==> config.mk <==
export PLATFORM = sky130hd
export DESIGN_NAME = inst_line_responder
export DESIGN_NICKNAME = d
export VERILOG_FILES = /design/src/rtl/inst_line_responder_pkg.sv /design/src/rtl/inst_line_responder_buffer.sv /design/src/rtl/inst_line_responder.sv
export SDC_FILE = /design/constraint.sdc
export NUM_CORES = 1
export LEC_CHECK = 0
export CAP_MARGIN = 40
export CORE_UTILIZATION = 35
export CTS_BUF_LIST = sky130_fd_sc_hd__clkbuf_4 sky130_fd_sc_hd__clkbuf_8
export CTS_CLUSTER_DIAMETER = 40
export DETAILED_ROUTE_END_ITERATION = 8
export PLACE_DENSITY = 0.67
export SLEW_MARGIN = 15
export SYNTH_ARGS = -nofsm -noshare
export SYNTH_HDL_FRONTEND = slang
export SYNTH_SLANG_ARGS = --single-unit
export TNS_END_PERCENT = 30
==> constraint.sdc <==
create_clock -name clk -period 4.3 [get_ports clk]
set_input_delay 0.86 -clock clk [delete_from_list [all_inputs] [get_ports clk]]
set_output_delay 0.86 -clock clk [all_outputs]
set_load 0.005 [all_outputs]
==> src/rtl/inst_line_responder_pkg.sv <==
`default_nettype none
// ============================================================================
// Module      : inst_line_responder_pkg
// Description : Shared widths, FSM encodings and line-address helper for the
//               instruction-line responder.
// Revision    : 1.0 - initial release
// ============================================================================
package inst_line_responder_pkg;

  localparam int C_LINE_INDEX_W = 8;
  localparam int C_PTAG_W       = 20;
  localparam int C_LINE_DATA_W  = 128;
  localparam int C_WORD_W       = 32;
  localparam int C_LINE_WORDS   = 4;

  localparam logic [2:0] C_ST_IDLE = 3'd0;
  localparam logic [2:0] C_ST_TAG  = 3'd1;
  localparam logic [2:0] C_ST_MREQ = 3'd2;
  localparam logic [2:0] C_ST_BEAT = 3'd3;
  localparam logic [2:0] C_ST_RESP = 3'd4;

  // Physical line address: tag above the 8-bit line index, 16-byte aligned.
  function automatic logic [31:0] line_addr(
    input logic [C_PTAG_W-1:0]       tag,
    input logic [C_LINE_INDEX_W-1:0] index
  );
    return {tag, index, 4'b0000};
  endfunction

endpackage
`default_nettype wire

==> src/rtl/inst_line_responder_buffer.sv <==
`default_nettype none
// ============================================================================
// Module      : inst_line_buffer
// Description : Four-word fill buffer with beat counter; full flags the beat
//               that completes the line.
// Revision    : 1.0 - initial release
// ============================================================================
module inst_line_buffer
  import inst_line_responder_pkg::*;
(
  input  logic                     clk,
  input  logic                     rst,
  input  logic                     clear,
  input  logic                     valid,
  input  logic [C_WORD_W-1:0]      data,
  output logic [C_LINE_DATA_W-1:0] line,
  output logic                     full
);

  logic [1:0]          r_cnt;
  logic [C_WORD_W-1:0] r_word [C_LINE_WORDS];

  always_ff @(posedge clk or negedge rst) begin
    if (!rst) begin
      r_cnt <= 2'd0;
      for (int i = 0; i < C_LINE_WORDS; i++) begin
        r_word[i] <= '0;
      end
    end else if (clear) begin
      r_cnt <= 2'd0;
    end else if (valid) begin
      r_word[r_cnt] <= data;
      r_cnt         <= r_cnt + 2'd1;
    end
  end

  generate
    for (genvar gi = 0; gi < C_LINE_WORDS; gi++) begin : g_line
      assign line[gi*C_WORD_W +: C_WORD_W] = r_word[gi];
    end
  endgenerate

  assign full = valid && (r_cnt == 2'd3);

endmodule
`default_nettype wire

==> src/rtl/inst_line_responder.sv <==
`default_nettype none
// ============================================================================
// Module      : inst_line_responder
// Description : Single-outstanding instruction-line fetch responder: index,
//               then tag, four memory beats, one 128-bit response.
// Revision    : 1.0 - initial release
// ============================================================================
module inst_line_responder
  import inst_line_responder_pkg::*;
(
  input  logic                      clk,
  input  logic                      rst,
  input  logic                      inst_req,
  input  logic                      inst_wr,
  input  logic [1:0]                inst_size,
  input  logic [C_LINE_INDEX_W-1:0] inst_index,
  input  logic [31:0]               inst_wdata,
  output logic                      inst_index_ok,
  input  logic [C_PTAG_W-1:0]       inst_tag,
  input  logic                      flush_i,
  output logic [C_LINE_DATA_W-1:0]  inst_rdata,
  output logic                      inst_data_ok,
  output logic                      mem_rd_req,
  output logic [31:0]               mem_rd_addr,
  input  logic                      mem_rd_addr_ok,
  input  logic                      mem_rd_valid,
  input  logic [C_WORD_W-1:0]       mem_rd_data
);

  logic [2:0]                r_state;
  logic [2:0]                w_state_nxt;
  logic [C_LINE_INDEX_W-1:0] r_index;
  logic [31:0]               r_addr;
  logic                      r_drop;
  logic                      w_accept;
  logic                      w_clear;
  logic                      w_beat_valid;
  logic                      w_full;
  logic [C_LINE_DATA_W-1:0]  w_line;
  logic                      w_unused_ok;

  // The bus is read-only, fixed-size; these fields carry no information.
  assign w_unused_ok = ^{inst_wr, inst_size, inst_wdata};

  assign w_accept = rst && inst_req && !flush_i &&
                    ((r_state == C_ST_IDLE) || (r_state == C_ST_RESP));
  assign w_clear      = (r_state == C_ST_MREQ) && mem_rd_addr_ok;
  assign w_beat_valid = (r_state == C_ST_BEAT) && mem_rd_valid;

  always_comb begin
    w_state_nxt = r_state;
    case (r_state)
      C_ST_IDLE: if (w_accept) w_state_nxt = C_ST_TAG;
      C_ST_TAG:  w_state_nxt = flush_i ? C_ST_IDLE : C_ST_MREQ;
      C_ST_MREQ: if (mem_rd_addr_ok) w_state_nxt = C_ST_BEAT;
      C_ST_BEAT: if (w_full) w_state_nxt = C_ST_RESP;
      C_ST_RESP: w_state_nxt = w_accept ? C_ST_TAG : C_ST_IDLE;
      default:   w_state_nxt = C_ST_IDLE;
    endcase
  end

  always_ff @(posedge clk or negedge rst) begin
    if (!rst) begin
      r_state <= C_ST_IDLE;
      r_index <= '0;
      r_addr  <= '0;
      r_drop  <= 1'b0;
    end else begin
      r_state <= w_state_nxt;
      if (w_accept) begin
        r_index <= inst_index;
      end
      if (r_state == C_ST_TAG) begin
        r_addr <= line_addr(inst_tag, r_index);
      end
      // A flushed fetch still drains its memory beats; only the reply is muted.
      if (r_state == C_ST_RESP) begin
        r_drop <= 1'b0;
      end else if (flush_i && ((r_state == C_ST_MREQ) || (r_state == C_ST_BEAT))) begin
        r_drop <= 1'b1;
      end
    end
  end

  inst_line_buffer u_line_buffer (
    .clk   (clk),
    .rst   (rst),
    .clear (w_clear),
    .valid (w_beat_valid),
    .data  (mem_rd_data),
    .line  (w_line),
    .full  (w_full)
  );

  assign inst_index_ok = w_accept;
  assign inst_data_ok  = (r_state == C_ST_RESP) && !r_drop;
  assign inst_rdata    = w_line;
  assign mem_rd_req    = (r_state == C_ST_MREQ);
  assign mem_rd_addr   = r_addr;

endmodule
`default_nettype wire

==> results of run 1 <==
[synth_stat cells]
cell type and instances:
o21ai_0 3, o2bb2ai_1 1, dfrtp_1 170, o21a_1 1, nand2b_1 1, o22ai_1 1, and3_1 1, buf_2 1
nor3_1 1, inv_1 6, o21bai_1 1, mux2_2 155, nor4_1 1, inv_2 1, nor3_4 1, mux2i_1 1
or4_1 1, nand2_1 2, buf_4 7, mux2_4 8, nand2_4 4, ha_1 4, and4b_4 1, a22o_1 1
a21oi_1 1, nor3b_1 1, conb_1 1, nor2_1 2, mux2_1 1, buf_6 12
[per-layer routing]
layer	global-route usage (%)	routed length, µm	vias to the layer above
met5	0	0	-
met4	6.316	183	0
li1	-	-	1833
met2	28.19	7771	152
met3	4.955	1049	12
met1	19.49	6483	2114
[logic make-up after synthesis]
group | Yosys count | share of synthesized area, %
AO/OA/AOI/OAI | 9 | 0.8909
adder cells (fa/ha/maj) | 4 | 0.7582
buffers and inverters | 27 | 3.317
flip-flops | 170 | 64.44
multiplexers | 165 | 28.58
other | 1 | 0.05681
AND/OR/NAND/NOR | 16 | 1.952
[sequential cells by signal (all words and copies together) (netlist names)]
signal,count
mem_rd_addr,28
u_line_buffer.r_cnt,2
r_drop,1
r_index,8
r_state,3
u_line_buffer.line,128
[power breakdown]
group / total, mW / internal (mW) / switching [mW]
Combinational: 2.86 / 1.99 / 0.872
Clock: 1.06 / 0.446 / 0.613
Sequential: 2.80 / 2.37 / 0.424
Total: 6.71 / 4.80 / 1.91
[path summary, 6_finish.rpt]
kind | startpoint | to | slack, ns | cells after the start
max in group asynchronous | rst | u_line_buffer.line[67]$_DFFE_PN0P_ | 2.93 | 3
worst min register to register | u_line_buffer.line[103]$_DFFE_PN0P_ | u_line_buffer.line[103]$_DFFE_PN0P_ | 0.50 | 1
min in group clk | u_line_buffer.line[103]$_DFFE_PN0P_ | u_line_buffer.line[103]$_DFFE_PN0P_ | 0.50 | 1
worst min-delay path | rst | u_line_buffer.line[8]$_DFFE_PN0P_ | 0.31 | 1
worst max-delay path | flush_i | inst_index_ok | 0.99 | 4
worst max register to register | r_state[0]$_DFFE_PN0P_ | u_line_buffer.line[70]$_DFFE_PN0P_ | 2.51 | 3
[layout make-up]
cell class / instances / area [µm²] / share of cell area [%]
clock inverters: 13 / 108.9 / 1.162
well taps: 229 / 286.5 / 3.058
multi-input cells: 198 / 2140 / 22.83
flip-flops and latches: 170 / 4254 / 45.40
inverters: 7 / 26.28 / 0.2804
repair buffers: 229 / 2293 / 24.48
clock buffers: 19 / 261.5 / 2.791
[critical path, stage by stage]
cell             delay, ns
clkdlybuf4s50_1       0.44
or4_1                 0.53
inv_1                 0.08
clkdlybuf4s50_1       0.54
[metrics by stage]
step | power, mW | utilization, % | cell area, µm² | cells | worst slack (ns)
2_1_floorplan | 3.897 | - | 6613 | 395 | 1.864
3_3_place_gp | 5.619 | 49.32 | 8980 | 832 | 1.032
3_5_place_dp | 5.727 | 49.43 | 9000 | 833 | 0.9981
4_1_cts | 6.816 | 51.46 | 9370 | 865 | 0.9923
5_1_grt | 7.117 | 51.46 | 9370 | 865 | 0.9202
6_report | 6.713 | 51.46 | 9370 | 865 | 0.9923
==> reports/metrics.csv, run 1 <==
metric,value,unit
endpoint_kind,primary output,
cts_repair_resize_count,0,
overall_track_demand_over_capacity_in_global_routing,16.50,%
effective_utilization_at_floorplan,36.25,%
synthesis.area_per_instance,16.84,µm²
clkLatencyLatePin,0.46,ns
mostFrequentLayoutCell,clkdlybuf4s50_1,
hold_viol_final,0,
drive_above_1_share,32.70,%
fin_nets,728,
status,"finished, final reports clean",
clockBufferDepth,2,
layout_min_cycle_time,3.308,ns
floorplan.die.width,139.3,µm
fin_hold_ws,0.3115,ns
core.rowCount,49,
area.growth.synth_to_final,41.94,%
timing_worst_setup_path_type,input pin to primary output,
coreArea,18210,µm²
io_buffer_count,224,
clock-root-buffer,clkbuf_8,
critical_path.startpoint_type,input pin,
routed-via-count,4111,
cts_setup_buffers,0,
antenna_left,0,
relSlewSlack,56.71,%
clock-skew-final,0.01298,ns
final.fill_count,1547,
cp.arrival,2.45,ns
yosys.cell_types.count,30,
power-per-cell-area,716.4,nW/µm²
ys_ff_latch,170,
synthTopCellsByArea,"dfrtp_1 64%, mux2_2 26%, buf_6 2.0%",
setup_tns,0,ns
grt_start_max_net_pins,53,
drv_cap,0,
final_max_slew_viol_count,0,
design.die.area,19410,µm²
route.final.wire_length,15490,µm
required,3.44,ns
timing.critical_path.fanout_max,3,
synthesis.area,6601,µm²
worstHoldPathType,input pin to asynchronous set/reset pin,
diodes,0,
clk_transition_reported_paths,0.10,ns
detail_route.vias_per_cell,4.753,
most_frequent_cells_in_the_layout,"223 x clkdlybuf4s50_1, 170 x dfrtp_1, 155 x mux2_2",
final_setup_viols,0,
rsz_0062_raised_after_global_routing,no,
netlist_instances,392,
yosys_warnings,0,
cts_made_buffers,17,
hpwlAfterDp,10560,µm
yosysSeqAreaShare,64.44,%
detail_route.iter0.violations,145,
drc_errors,0,
synth_top_area_cell,dfrtp_1,
timing_worst_slew_pin_value,0.6494,ns
f_max,302.3,MHz
gpl.final_weighted_congestion,0.7787,
finalCritPeriodShare,76.92,%
leakagePower,4.146,nW
cts_htree_levels,4,
tritoncts,done,
synth_top_cell_area_share,64.44,%
grt_antenna_before_repair,0,
clock_sinks,170,
dieHeight,139.3,µm
vdd.ir_drop.worst,0.3057,mV
design.portCount,264,
cts-hold-fix-buffers,0,
grt_pass1_wl,24660,µm
global_route.overflow_total,0,
vias_in_the_first_global_route,4505,
avgRoutedWirePerCell,17.91,µm
detailedRoute.firstPassIterationCount,4,
Note: power is estimated with default switching activity, not from simulation.
==> run 2, diff against run 1 <==
==> constraint.sdc (replaced) <==
create_clock -name clk -period 3.5 [get_ports clk]
set_input_delay 0.7 -clock clk [delete_from_list [all_inputs] [get_ports clk]]
set_output_delay 0.7 -clock clk [all_outputs]
set_load 0.005 [all_outputs]
==> reports/metrics.csv, run 2 (same netlist as run 1, synthesis figures left out) <==
metric,value,unit,change
route.final.wire_length,15340,µm,was 15490 µm
global_route.overflow_total,0,,unchanged
floorplan.die.width,139.3,µm,unchanged
coreArea,18210,µm²,unchanged
setup_tns,0,ns,unchanged
clockBufferDepth,2,,unchanged
vdd.ir_drop.worst,0.3814,mV,was 0.3057 mV
avgRoutedWirePerCell,17.88,µm,was 17.91 µm
io_buffer_count,224,,unchanged
power-per-cell-area,878.4,nW/µm²,was 716.4 nW/µm²
place_area,8985,µm²,was 9000 µm²
effective_utilization_at_floorplan,36.25,%,unchanged
f_max,339.2,MHz,
tritoncts,done,,unchanged
status,"finished, final reports clean",,unchanged
p_total,8.189,mW,was 6.713 mW
detail_route.vias_per_cell,4.776,,was 4.753
layout_min_cycle_time,2.948,ns,
clkLatencyLatePin,0.44,ns,was 0.46 ns
timing.critical_path.fanout_max,3,,unchanged
grt_antenna_before_repair,0,,unchanged
clock-skew-final,0.005778,ns,was 0.01298 ns
final-seq-area,4254,µm²,unchanged
cts_repair_resize_count,0,,unchanged
finalCritPeriodShare,84.23,%,
cts_made_buffers,17,,unchanged
final.fill_count,1509,,was 1547
most_frequent_cells_in_the_layout,"223 x clkdlybuf4s50_1, 170 x dfrtp_1, 155 x mux2_2",,unchanged
clk_transition_reported_paths,0.08,ns,was 0.10 ns
fin_nets,726,,was 728
design.portCount,264,,unchanged
cp.arrival,2.25,ns,was 2.45 ns
cts_setup_buffers,0,,unchanged
grt_start_max_net_pins,171,,was 53
relSlewSlack,40.80,%,was 56.71%
design.die.area,19410,µm²,unchanged
antenna_left,0,,unchanged
endpoint_kind,primary output,,unchanged
detailedRoute.firstPassIterationCount,4,,unchanged
routed-via-count,4098,,was 4111
required,2.80,ns,was 3.44 ns
area.growth.synth_to_final,41.22,%,was 41.94%
final_max_slew_viol_count,0,,unchanged
dieHeight,139.3,µm,unchanged
diodes,0,,unchanged
clock-root-buffer,clkbuf_8,,unchanged
mostFrequentLayoutCell,clkdlybuf4s50_1,,unchanged
drive_above_1_share,31.96,%,was 32.70%
overall_track_demand_over_capacity_in_global_routing,16.53,%,was 16.50%
hpwlAfterDp,10230,µm,was 10560 µm
vias_in_the_first_global_route,4544,,was 4505
multi_input_area,2140,µm²,unchanged
cts_htree_levels,4,,unchanged
drv_cap,0,,unchanged
cts-hold-fix-buffers,0,,unchanged
leakagePower,4.116,nW,was 4.146 nW
timing_worst_slew_pin_value,0.8880,ns,was 0.6494 ns
rsz_0062_raised_after_global_routing,no,,unchanged
timing_worst_setup_path_type,input pin to primary output,,unchanged
final_util,51.20,%,was 51.46%
clock_sinks,170,,unchanged
drc_errors,0,,unchanged
gpl.final_weighted_congestion,0.7650,,was 0.7787
critical_path.startpoint_type,input pin,,unchanged
largest_register_ff_count,128,,unchanged
ff_to_ff_setup_slack,1.65,ns,was 2.51 ns
worstHoldPathType,input pin to asynchronous set/reset pin,,unchanged
final_setup_viols,0,,unchanged
stdcell_area,9323,µm²,was 9370 µm²
core.rowCount,49,,unchanged
detail_route.iter0.violations,192,,was 145
grt_pass1_wl,24640,µm,was 24660 µm
hold_viol_final,0,,unchanged
==> run 2: cell count changes in the layout (fill, tap and decap cells not counted) <==
cell	before	now
bufinv_16	0	1
clkinvlp_4	2	3
inv_6	4	0
buf_4	4	2
clkinv_2	2	3
clkinv_4	3	1
inv_8	2	0
==> run 2: path summary, 6_finish.rpt <==
check / startpoint / cells after the start / endpoint
min in group clk: u_line_buffer.line[103]$_DFFE_PN0P_ / 1 / u_line_buffer.line[103]$_DFFE_PN0P_
setup reg to reg: r_state[0]$_DFFE_PN0P_ / 4 / mem_rd_addr[18]$_DFFE_PN0N_
hold / removal: rst / 2 / u_line_buffer.line[65]$_DFFE_PN0P_
hold reg to reg: u_line_buffer.line[103]$_DFFE_PN0P_ / 1 / u_line_buffer.line[103]$_DFFE_PN0P_
setup / recovery: flush_i / 4 / inst_index_ok
max in group asynchronous: rst / 2 / u_line_buffer.line[121]$_DFFE_PN0P_
==> run 2: layout make-up <==
type	instances	share of cell area (%)
clock buffers	19	2.805
clock inverters	8	0.8187
inverters	7	0.2818
multi-input cells	198	22.95
flip-flops and latches	170	45.63
well taps	229	3.073
repair buffers	227	24.44
==> run 2: power by group <==
part / total, mW / switching [mW] / internal, mW / leakage [nW]
Combinational: 3.50 / 1.06 / 2.44 / 1.85
Clock: 1.25 / 0.674 / 0.577 / 0.167
Sequential: 3.43 / 0.520 / 2.91 / 2.09
Total: 8.19 / 2.26 / 5.93 / 4.12
==> run 2: per-layer routing <==
layer | vias to the layer above | global-route usage [%] | part of all wire (%)
met5 | - | 0 | 0
met4 | 0 | 7.018 | 2.1
met3 | 20 | 5.850 | 8.0
met2 | 152 | 27.59 | 49
met1 | 2092 | 19.27 | 41
li1 | 1834 | - | -
==> run 2: stage by stage <==
stage | cells | hold WS, ns | setup WS [ns]
floorplan | 395 | 0.4044 | 1.384
finish | 858 | 0.4384 | 0.5519
CTS | 858 | 0.4835 | 0.5480
global placement | 831 | 0.4790 | 0.5504
detailed placement | 831 | 0.4846 | 0.5480
global route | 858 | 0.4922 | 0.4863
==> run 2: critical path, cell delays in order <==
cell	delay (ns)
clkdlybuf4s50_1	0.44
or4_1	0.51
inv_1	0.08
clkdlybuf4s50_1	0.52
